### config.mk
export PLATFORM = sky130hd
export DESIGN_NAME = frame_writer_rgb888
export DESIGN_NICKNAME = d
export VERILOG_FILES = /design/src/rtl/frame_writer_rgb888_pkg.sv /design/src/rtl/px_sync_fifo.sv /design/src/rtl/frame_writer_rgb888.sv
export SDC_FILE = /design/constraint.sdc
export NUM_CORES = 1
export LEC_CHECK = 0
export ABC_AREA = 1
export CORE_UTILIZATION = 35
export DETAILED_ROUTE_END_ITERATION = 8
export HOLD_SLACK_MARGIN = 0.02
export PLACE_DENSITY = 0.5
export REMOVE_ABC_BUFFERS = 1
export SLEW_MARGIN = 20
export SYNTH_ARGS = -nofsm -noshare
export SYNTH_HDL_FRONTEND = slang
export SYNTH_SLANG_ARGS = --single-unit
### constraint.sdc
create_clock -name iClk -period 6 [get_ports iClk]
set_input_delay 0.9 -clock iClk [delete_from_list [all_inputs] [get_ports iClk]]
set_output_delay 0.9 -clock iClk [all_outputs]
set_load 0.01 [all_outputs]
### src/rtl/frame_writer_rgb888_pkg.sv
// Shared constants and FSM encoding for the frame write-back path.
package frame_writer_rgb888_pkg;

  typedef enum logic [1:0] {
    ST_IDLE   = 2'd0,
    ST_ACTIVE = 2'd1,
    ST_FLUSH  = 2'd2,
    ST_DONE   = 2'd3
  } fw_state_e;

  localparam int DATA_W_DEF     = 24;
  localparam int ADDR_W_DEF     = 17;
  localparam int FRAME_WIDTH    = 480;
  localparam int FRAME_HEIGHT   = 272;
  localparam int FIFO_DEPTH_DEF = 4;

  // Counter width for values 0..n-1, never narrower than one bit.
  function automatic int clogb(input int n);
    return (n <= 2) ? 1 : $clog2(n);
  endfunction

endpackage

### src/rtl/px_sync_fifo.sv
// Small synchronous pixel FIFO; head is visible combinationally.
module px_sync_fifo import frame_writer_rgb888_pkg::*; #(
  parameter int DATA_W = DATA_W_DEF,
  parameter int DEPTH  = FIFO_DEPTH_DEF
) (
  input  logic                     iClk,
  input  logic                     iRst,
  input  logic                     iPush,
  input  logic                     iPop,
  input  logic [DATA_W-1:0]        iData,
  output logic [DATA_W-1:0]        oHead,
  output logic                     oFull,
  output logic                     oEmpty,
  output logic [clogb(DEPTH):0]    oCount
);

  localparam int AW = clogb(DEPTH);

  logic [DATA_W-1:0] mem [DEPTH];
  logic [AW-1:0]     wrPtr, rdPtr;
  logic [AW:0]       count;

  // Pointers and occupancy; callers never push when full without popping.
  always_ff @(posedge iClk or negedge iRst) begin
    if (!iRst) begin
      wrPtr <= '0;
      rdPtr <= '0;
      count <= '0;
    end else begin
      if (iPush) wrPtr <= wrPtr + 1'b1;
      if (iPop)  rdPtr <= rdPtr + 1'b1;
      case ({iPush, iPop})
        2'b10:   count <= count + 1'b1;
        2'b01:   count <= count - 1'b1;
        default: count <= count;
      endcase
    end
  end

  // Storage needs no reset; occupancy decides what is valid.
  always_ff @(posedge iClk) begin
    if (iPush) mem[wrPtr] <= iData;
  end

  assign oHead  = mem[rdPtr];
  assign oFull  = (count == (AW+1)'(DEPTH));
  assign oEmpty = (count == '0);
  assign oCount = count;

endmodule

### src/rtl/frame_writer_rgb888.sv
// Frame write-back: FIFO-buffered pixel stream to raster-ordered BRAM writes.
module frame_writer_rgb888 import frame_writer_rgb888_pkg::*; #(
  parameter int DATA_W     = DATA_W_DEF,
  parameter int ADDR_W     = ADDR_W_DEF,
  parameter int WIDTH      = FRAME_WIDTH,
  parameter int HEIGHT     = FRAME_HEIGHT,
  parameter int FIFO_DEPTH = FIFO_DEPTH_DEF
) (
  input  logic              iClk,
  input  logic              iRst,
  input  logic              iEn,
  input  logic              iStart,
  input  logic [ADDR_W-1:0] iBaseAddr,
  input  logic              iValid,
  input  logic [DATA_W-1:0] iPixel,
  input  logic              iWrReady,
  output logic              oCs,
  output logic              oWe,
  output logic [ADDR_W-1:0] oAddr,
  output logic [DATA_W-1:0] oData,
  output logic              oBusy,
  output logic              oFrameDone,
  output logic              oOverflow
);

  localparam int NPIX  = WIDTH * HEIGHT;
  localparam int CNT_W = clogb(NPIX);
  localparam int COL_W = clogb(WIDTH);
  localparam int ROW_W = clogb(HEIGHT);
  localparam int FAW   = clogb(FIFO_DEPTH);

  fw_state_e         state, stateNxt;
  logic [ADDR_W-1:0] baseAddr;
  logic [CNT_W-1:0]  pixCnt, wrIdx;
  logic [COL_W-1:0]  colCnt;
  logic [ROW_W-1:0]  rowCnt;
  logic              weReg;

  logic              fifoFull, fifoEmpty;
  logic [FAW:0]      fifoCount;
  logic [DATA_W-1:0] fifoHead;

  logic pixIn, push, pop, drop, lastPix, startHit;

  assign pop      = iEn && !fifoEmpty && iWrReady;
  assign pixIn    = iEn && (state == ST_ACTIVE) && iValid;
  assign push     = pixIn && (!fifoFull || pop);
  assign drop     = pixIn && fifoFull && !pop;
  assign lastPix  = (pixCnt == CNT_W'(NPIX - 1));
  assign startHit = iEn && (state == ST_IDLE) && iStart;

  px_sync_fifo #(.DATA_W(DATA_W), .DEPTH(FIFO_DEPTH)) uFifo (
    .iClk   (iClk),
    .iRst   (iRst),
    .iPush  (push),
    .iPop   (pop),
    .iData  (iPixel),
    .oHead  (fifoHead),
    .oFull  (fifoFull),
    .oEmpty (fifoEmpty),
    .oCount (fifoCount)
  );

  // State register; frozen while disabled.
  always_ff @(posedge iClk or negedge iRst) begin
    if (!iRst)    state <= ST_IDLE;
    else if (iEn) state <= stateNxt;
  end

  // Next state: FLUSH ends once the FIFO drains (including on the final pop).
  always_comb begin
    stateNxt = state;
    unique case (state)
      ST_IDLE:   if (iStart) stateNxt = ST_ACTIVE;
      ST_ACTIVE: if (iValid && lastPix) stateNxt = ST_FLUSH;
      ST_FLUSH:  if (fifoEmpty || (pop && fifoCount == (FAW+1)'(1))) stateNxt = ST_DONE;
      ST_DONE:   stateNxt = ST_IDLE;
      default:   stateNxt = ST_IDLE;
    endcase
  end

  // Status decode; write strobes are masked while disabled so a held
  // write is presented exactly once, when the enable returns.
  always_comb begin
    oBusy      = (state == ST_ACTIVE) || (state == ST_FLUSH);
    oFrameDone = (state == ST_DONE) && iEn;
    oCs        = weReg && iEn;
    oWe        = weReg && iEn;
  end

  // Frame counters, overflow flag and the registered BRAM port.
  always_ff @(posedge iClk or negedge iRst) begin
    if (!iRst) begin
      baseAddr  <= '0;
      pixCnt    <= '0;
      wrIdx     <= '0;
      colCnt    <= '0;
      rowCnt    <= '0;
      oOverflow <= 1'b0;
      weReg     <= 1'b0;
      oAddr     <= '0;
      oData     <= '0;
    end else if (iEn) begin
      weReg <= pop;
      if (startHit) begin
        baseAddr  <= iBaseAddr;
        pixCnt    <= '0;
        wrIdx     <= '0;
        colCnt    <= '0;
        rowCnt    <= '0;
        oOverflow <= 1'b0;
      end
      // Dropped pixels still count so the frame ends on schedule.
      if (pixIn && !lastPix) pixCnt <= pixCnt + 1'b1;
      if (drop) oOverflow <= 1'b1;
      if (pop) begin
        oAddr <= baseAddr + ADDR_W'(wrIdx);
        oData <= fifoHead;
        wrIdx <= wrIdx + 1'b1;
        if (colCnt == COL_W'(WIDTH - 1)) begin
          colCnt <= '0;
          rowCnt <= (rowCnt == ROW_W'(HEIGHT - 1)) ? '0 : rowCnt + 1'b1;
        end else begin
          colCnt <= colCnt + 1'b1;
        end
      end
    end
  end

endmodule

======== After elaboration in Yosys (flattened, before gate mapping) ========
Memory sizes are Yosys's and may differ from the RTL's. A register that Yosys moved wholly into a read port is not among the register bits.
Index checks and enable logic that the tools add are counted.
operators by class
  add/sub/neg operators ................... 7
  equality and inequality tests ........... 11
  mux-type cells .......................... 12
  reductions and logical operators ........ 34
operator list
  cell                     number
  $mux W17                 3
  $add A17 B1 Y17 const B  2
  $add A17 B17 Y17         1
  $eq A17 B17 Y1 const B   1
  $logic_and A1 B1 Y1      14
  $reduce_and A2 Y1        5
  $pmux W2 S4              1
  $reduce_bool A2 Y1       4
  $eq A2 B2 Y1 const B     3
  $mux W2                  3
  $ne A2 B2 Y1 const B     3
  $pmux W3 S2              1
  $logic_not A1 Y1         5
  $add A2 B1 Y2 const B    2
  $eq A2 B1 Y1 const B     2
  $mux W1                  4
  $reduce_and A4 Y1        1
  $add A3 B1 Y3 const B    1
  $eq A3 B1 Y1 const B     1
  $eq A3 B3 Y1 const B     1
  $logic_not A3 Y1         1
  $logic_or A1 B1 Y1       3
  $sub A3 B1 Y3 const B    1
  $logic_not A2 Y1         1
word-level totals
  register bits ........................... 79
  memory bits (writable) .................. 96
  input bits .............................. 47
  output and inout bits ................... 46
  logic and storage cells ................. 75
  memories kept ........................... 1
memory list
  memory     depth  bits a word  read ports  clocked after Yosys merged registers in  write ports  RTL line            text
  uFifo.mem  4      24           1           1                                        1            px_sync_fifo.sv:19  logic [DATA_W-1:0] mem [DEPTH];

======== Logic depth before layout (Yosys ltp) ========
  depth after elaboration ................. 8
  gate-level depth with buffers ........... 11
  gate-level depth less buffers ........... 11

======== Hierarchy ========
From an unflattened synthesis, not the netlist that was laid out.
second synthesis, totals
  cells, all modules ...................... 1012
  area total of the unflattened synthesis .. 9716.8 um^2
modules (own cells, without submodules)
  module               times used  cells each  area an instance (um^2)  seq. area each (um^2)
  frame_writer_rgb888  1           683         5388.9                   2402.3
  px_sync_fifo         1           329         4327.9                   3057.9

======== Worst setup path after synthesis ========
No wires, ideal clock.
  kind .................................... input to register
  from .................................... input iEn
  to ...................................... memory uFifo.mem[0][0] in the netlist's numbering, enable pin
  library setup time ...................... 0.405 ns
  arrival time ............................ 2.323 ns
  required time ........................... 5.595 ns
  slack ................................... 3.272 ns
  stages on the path ...................... 4
  buffers on the path ..................... 0
  path through ............................ inv_1 > nor2_1 > nand2_1 > nor2_1
between the ends
  word-level cells in the longest chain between the ends .. 6
  elaborated cells on any way between the ends .. 8
  classes of those cells .................. mux (2); reduce/logical (6)
RTL lines
  item                               RTL line                   text
  start, declared                    frame_writer_rgb888.sv:11  input logic iEn,
  $logic_and A1 B1 Y1 (2 in series)  frame_writer_rgb888.sv:45  assign pop = iEn && !fifoEmpty && iWrReady;
  $logic_or A1 B1 Y1                 frame_writer_rgb888.sv:47  assign push = pixIn && (!fifoFull || pop);
  $logic_and A1 B1 Y1 (*)            frame_writer_rgb888.sv:47
  $mux W1 (*)                        px_sync_fifo.sv:42         if (iPush) mem[wrPtr] <= iData;
  $mux W1 (implied by the code) (*)  px_sync_fifo.sv:42
  end, declared                      px_sync_fifo.sv:19
Mark *: on every way between the ends. The rest lies on a longest branch, timed or not.

======== Worst setup path in the final report ========
  from .................................... input iEn
  to ...................................... output oCs
between the ends
  word-level cells in the longest chain between the ends .. 1
RTL lines
  item                 RTL line                   text
  $logic_and A1 B1 Y1  frame_writer_rgb888.sv:87  oCs = weReg && iEn;
  end, declared        frame_writer_rgb888.sv:17  output logic oCs,
No other way between the ends.

==> key figures <==
STA
  – Period minus WS final: about 3.1 ns
  – Final setup vio count: 0
  – Final period util: 50.8%
  – Measured slew at the worst slew-check pin: about 1.1 ns
  – Max frequency: about 330 MHz
  – Final Max Slew Viols: 0
  – Final Hold Vio Count: 0
  – Worst Clk Skew: between 0.015 and 0.02 ns
  – Fin Setup TNS: 0 ns
  – Relative slew slack: a little over a quarter
  – Unrepaired setup endpoints after global routing: no

Setup path
  – CP Data Arrival Time: between 2 and 2.5 ns
  – R2r setup slk: 3.07 ns
  – Slowest stage delay, CP: 0.58 ns
  – Critical R2R Launch: uFifo.rdPtr[1]
  – Top delay family on crit path: buffers and inverters
  – Worst setup path end: oCs
  – Crit Reg-Reg Endpoint: oData[12]
  – WP depth: 4
  – Critical path's slowest cell: clkdlybuf4s50_1
  – Crit path kind: input pin to output pin
  – CP dominant cell by count: clkdlybuf4s50_1
  – CP Buf/Inv Count: 3
  – Worst-path cell chain: clkdlybuf4s50_1 -> nand2_1 -> inv_1 -> clkdlybuf4s50_1
  – Highest net fanout along the worst path: 7
  – Data required, critical path: between 5 and 6 ns
  – Crit end category: output pin
  – Worst setup path startpoint: iEn
  – Nature of the critical path startpoint: input pin
  – Cell count of the worst reg-to-reg path: 4

Logic synthesis
  – Yosys reg bits: around 200
  – Main synth FF type: dfrtp_1
  – Yosys top cell area share: a little under a third
  – Cell Area, Synth: roughly 9300 µm²
  – Synth area leaders: edfxtp_1, dfrtp_1, nand2_1, nor2_1, ha_1
  – Largest area contributor in the netlist: edfxtp_1
  – Sequential cell area fraction in the yosys report: between 50% and 60%
  – Synth cell types: 35
  – Number of synthesized flops with an enable pin: 96
  – Yosys warns: 0
  – Synth Instances: slightly above 1000
  – FFs w/ async S/R, synth: 51.8%
  – Syn Area/Cell: 9.24 µm²

Clock network
  – Clk root buf: clkbuf_16
  – Worst skew pair latency: between 0.4 and 0.5 ns
  – Hold-fix buffers, CTS: 0
  – Post-CTS setup buffers: 0
  – Clock buffer depth: 2
  – TritonCTS clock tree: done
  – CTS H-tree lvls: 4
  – Total CTS buffers: 17
  – Total clock sinks: 199
  – Worst-path clk slew: roughly 0.070 ns
  – Post-CTS Resized: 0

Power
  – Leak: 4.74 nW
  – Peak supply drop: around 190 µV
  – Pwr/cell area: between 400 and 500 nW/µm²
  – Power Total: ~4.7 mW

Routing
  – Final WL: 20900 µm
  – Drt first-iter violations: roughly 400
  – Vias: ~6700
  – Final antenna-violating net count: 0
  – # DRC: 0
  – Drt pass-1 iters: 5
  – Routed len/inst: ~15 µm
  – Vias per cell: around 4.7

Cells and area
  – Share of cells above drive strength 1: 4.64%
  – Synth-to-Final Area Change: 20.1%
  – Antenna cells: 0
  – Register area: 5460 µm²
  – Final instance area: 11200 µm²
  – Multi-input logic area: between 3000 and 4000 µm²
  – Fin nets: approximately 1200
  – Fill cell count: 2541

Global route
  – Initial antenna violation count: 0
  – First-pass GRT wire length: 34100 µm
  – All-layer global routing usage: approximately 16%
  – Largest net degree at the start of global routing: 66
  – GRT overflow: 0
  – Vias in the first global route: 6601

Job
  – Max cap viols: 0

Floorplanning
  – Die Y: 165 µm
  – Chip width: about 160 µm
  – Core area: between 20000 and 30000 µm²
  – Ports: between 90 and 100
  – Die area: between 20000 and 30000 µm²
  – Initial Utilization: about 36%
  – Standard-cell rows: 59

Placed design
  – Port bufs: slightly above 90
  – Placer Congestion: approximately 0.8
  – Cell Area, Placed: 10500 µm²
  – DP HPWL: between 10000 and 15000 µm

Min path
  – Hold Path Cell Cnt: 2
  – HP Class: register to register

Run status
  – Outcome: finished, final reports clean
-- placed cells by master (no fill, tap or decap), types with 3 or more instances in the layout --
cell type / n
a21oi_1: 18
nor3_1: 10
buf_4: 5
nand3_1: 55
xnor2_1: 13
clkbuf_16: 17
nand2_1: 240
nand3b_1: 3
clkinv_8: 7
clkdlybuf4s50_1: 91
dfrtp_1: 103
nor2_1: 162
nor2_4: 4
o21ai_0: 75
a31oi_1: 25
inv_1: 92
edfxtp_1: 96
xor2_1: 11
o21ai_1: 4
ha_1: 32
o22ai_1: 5
nand4_1: 4
or2_2: 3
inv_8: 3
-- cells in the mapped netlist (2+ instances only) --
| cell type | number |
|---|---|
| a21oi_1 | 18 |
| a31oi_1 | 25 |
| buf_2 | 9 |
| buf_4 | 2 |
| clkbuf_1 | 23 |
| clkinv_1 | 2 |
| dfrtp_1 | 103 |
| edfxtp_1 | 96 |
| ha_1 | 32 |
| inv_1 | 92 |
| inv_2 | 2 |
| nand2_1 | 240 |
| nand3_1 | 55 |
| nand3b_1 | 3 |
| nand4_1 | 4 |
| nor2_1 | 166 |
| nor3_1 | 10 |
| o21ai_0 | 75 |
| o21ai_1 | 4 |
| o22ai_1 | 5 |
| o31ai_1 | 2 |
| or2_2 | 3 |
| xnor2_1 | 13 |
| xor2_1 | 11 |
-- flip-flops by register name (all words and copies together), names as in the netlist --
signal / cells
uFifo.mem: 96
oOverflow: 1
pixCnt: 17
uFifo.rdPtr: 2
uFifo.oCount: 3
oData: 24
oAddr: 17
state: 2
baseAddr: 17
weReg: 1
uFifo.wrPtr: 2
wrIdx: 17
-- per-stage QoR --
| step | utilization [%] | worst slack, ns | hold slack (ns) | cells |
|---|---|---|---|---|
| final | 42.9 | 2.95 | 0.478 | 1435 |
| after global routing | 42.9 | 2.72 | 0.507 | 1435 |
| after CTS | 42.9 | 2.88 | 0.482 | 1435 |
| after detailed placement | 40.5 | 2.45 | 0.461 | 1403 |
| after global placement | 40.5 | 2.51 | 0.468 | 1403 |
| after floorplan | - | 3.01 | 0.450 | 972 |
-- worst min-delay path, delay by kind of cell (launching register included) --
family        cells  cell delay (ns)
flops             1             0.35
simple gates      2             0.10
-- area by class of cell --
type / count / share of cell area, %
repair buffers: 96 / 8.49
flip-flops and latches: 199 / 48.9
well taps: 335 / 3.75
multi-input cells: 677 / 30.1
inverters: 96 / 3.23
clock buffers: 17 / 3.81
clock inverters: 15 / 1.75
-- power by group --
part           leakage (nW)  internal (mW)  switching (mW)
Clock                 0.300          0.571           0.606
Sequential             2.16           1.71           0.236
Combinational          2.29          0.687           0.899
-- how the worst min path moves through the flow --
stage / startpoint / end / slack, ns
2_1_floorplan: weReg / weReg / 0.45
3_3_place_gp: oAddr[10] / oAddr[10] / 0.47
3_5_place_dp: oAddr[1] / oAddr[1] / 0.46
4_1_cts: oAddr[1] / oAddr[1] / 0.48
5_1_grt: oAddr[1] / oAddr[1] / 0.51
6_report: oAddr[10] / oAddr[10] / 0.48
-- kinds of logic after synthesis --
| logic type | synth area share, % |
|---|---|
| and+or+nand+nor | 21.1 |
| DFF | 58.7 |
| AOI/OAI and AO/OA | 7.90 |
| buffers and inverters | 5.45 |
| adders and majority gates | 4.52 |
| xor gates and xnor gates | 2.26 |
-- layer usage --
| metal | routed length, µm | track usage, % | up-vias | part of all wire, % |
|---|---|---|---|---|
| met1 | 10100 | 21.9 | 3163 | 48 |
| met3 | 727 | 2.91 | 16 | 3.5 |
| met5 | 0 | 0 | - | 0 |
| li1 | - | - | 3455 | - |
| met4 | 256 | 4.55 | 0 | 1.2 |
| met2 | 9830 | 27.2 | 109 | 47 |
(Power assumes the default switching activity.)
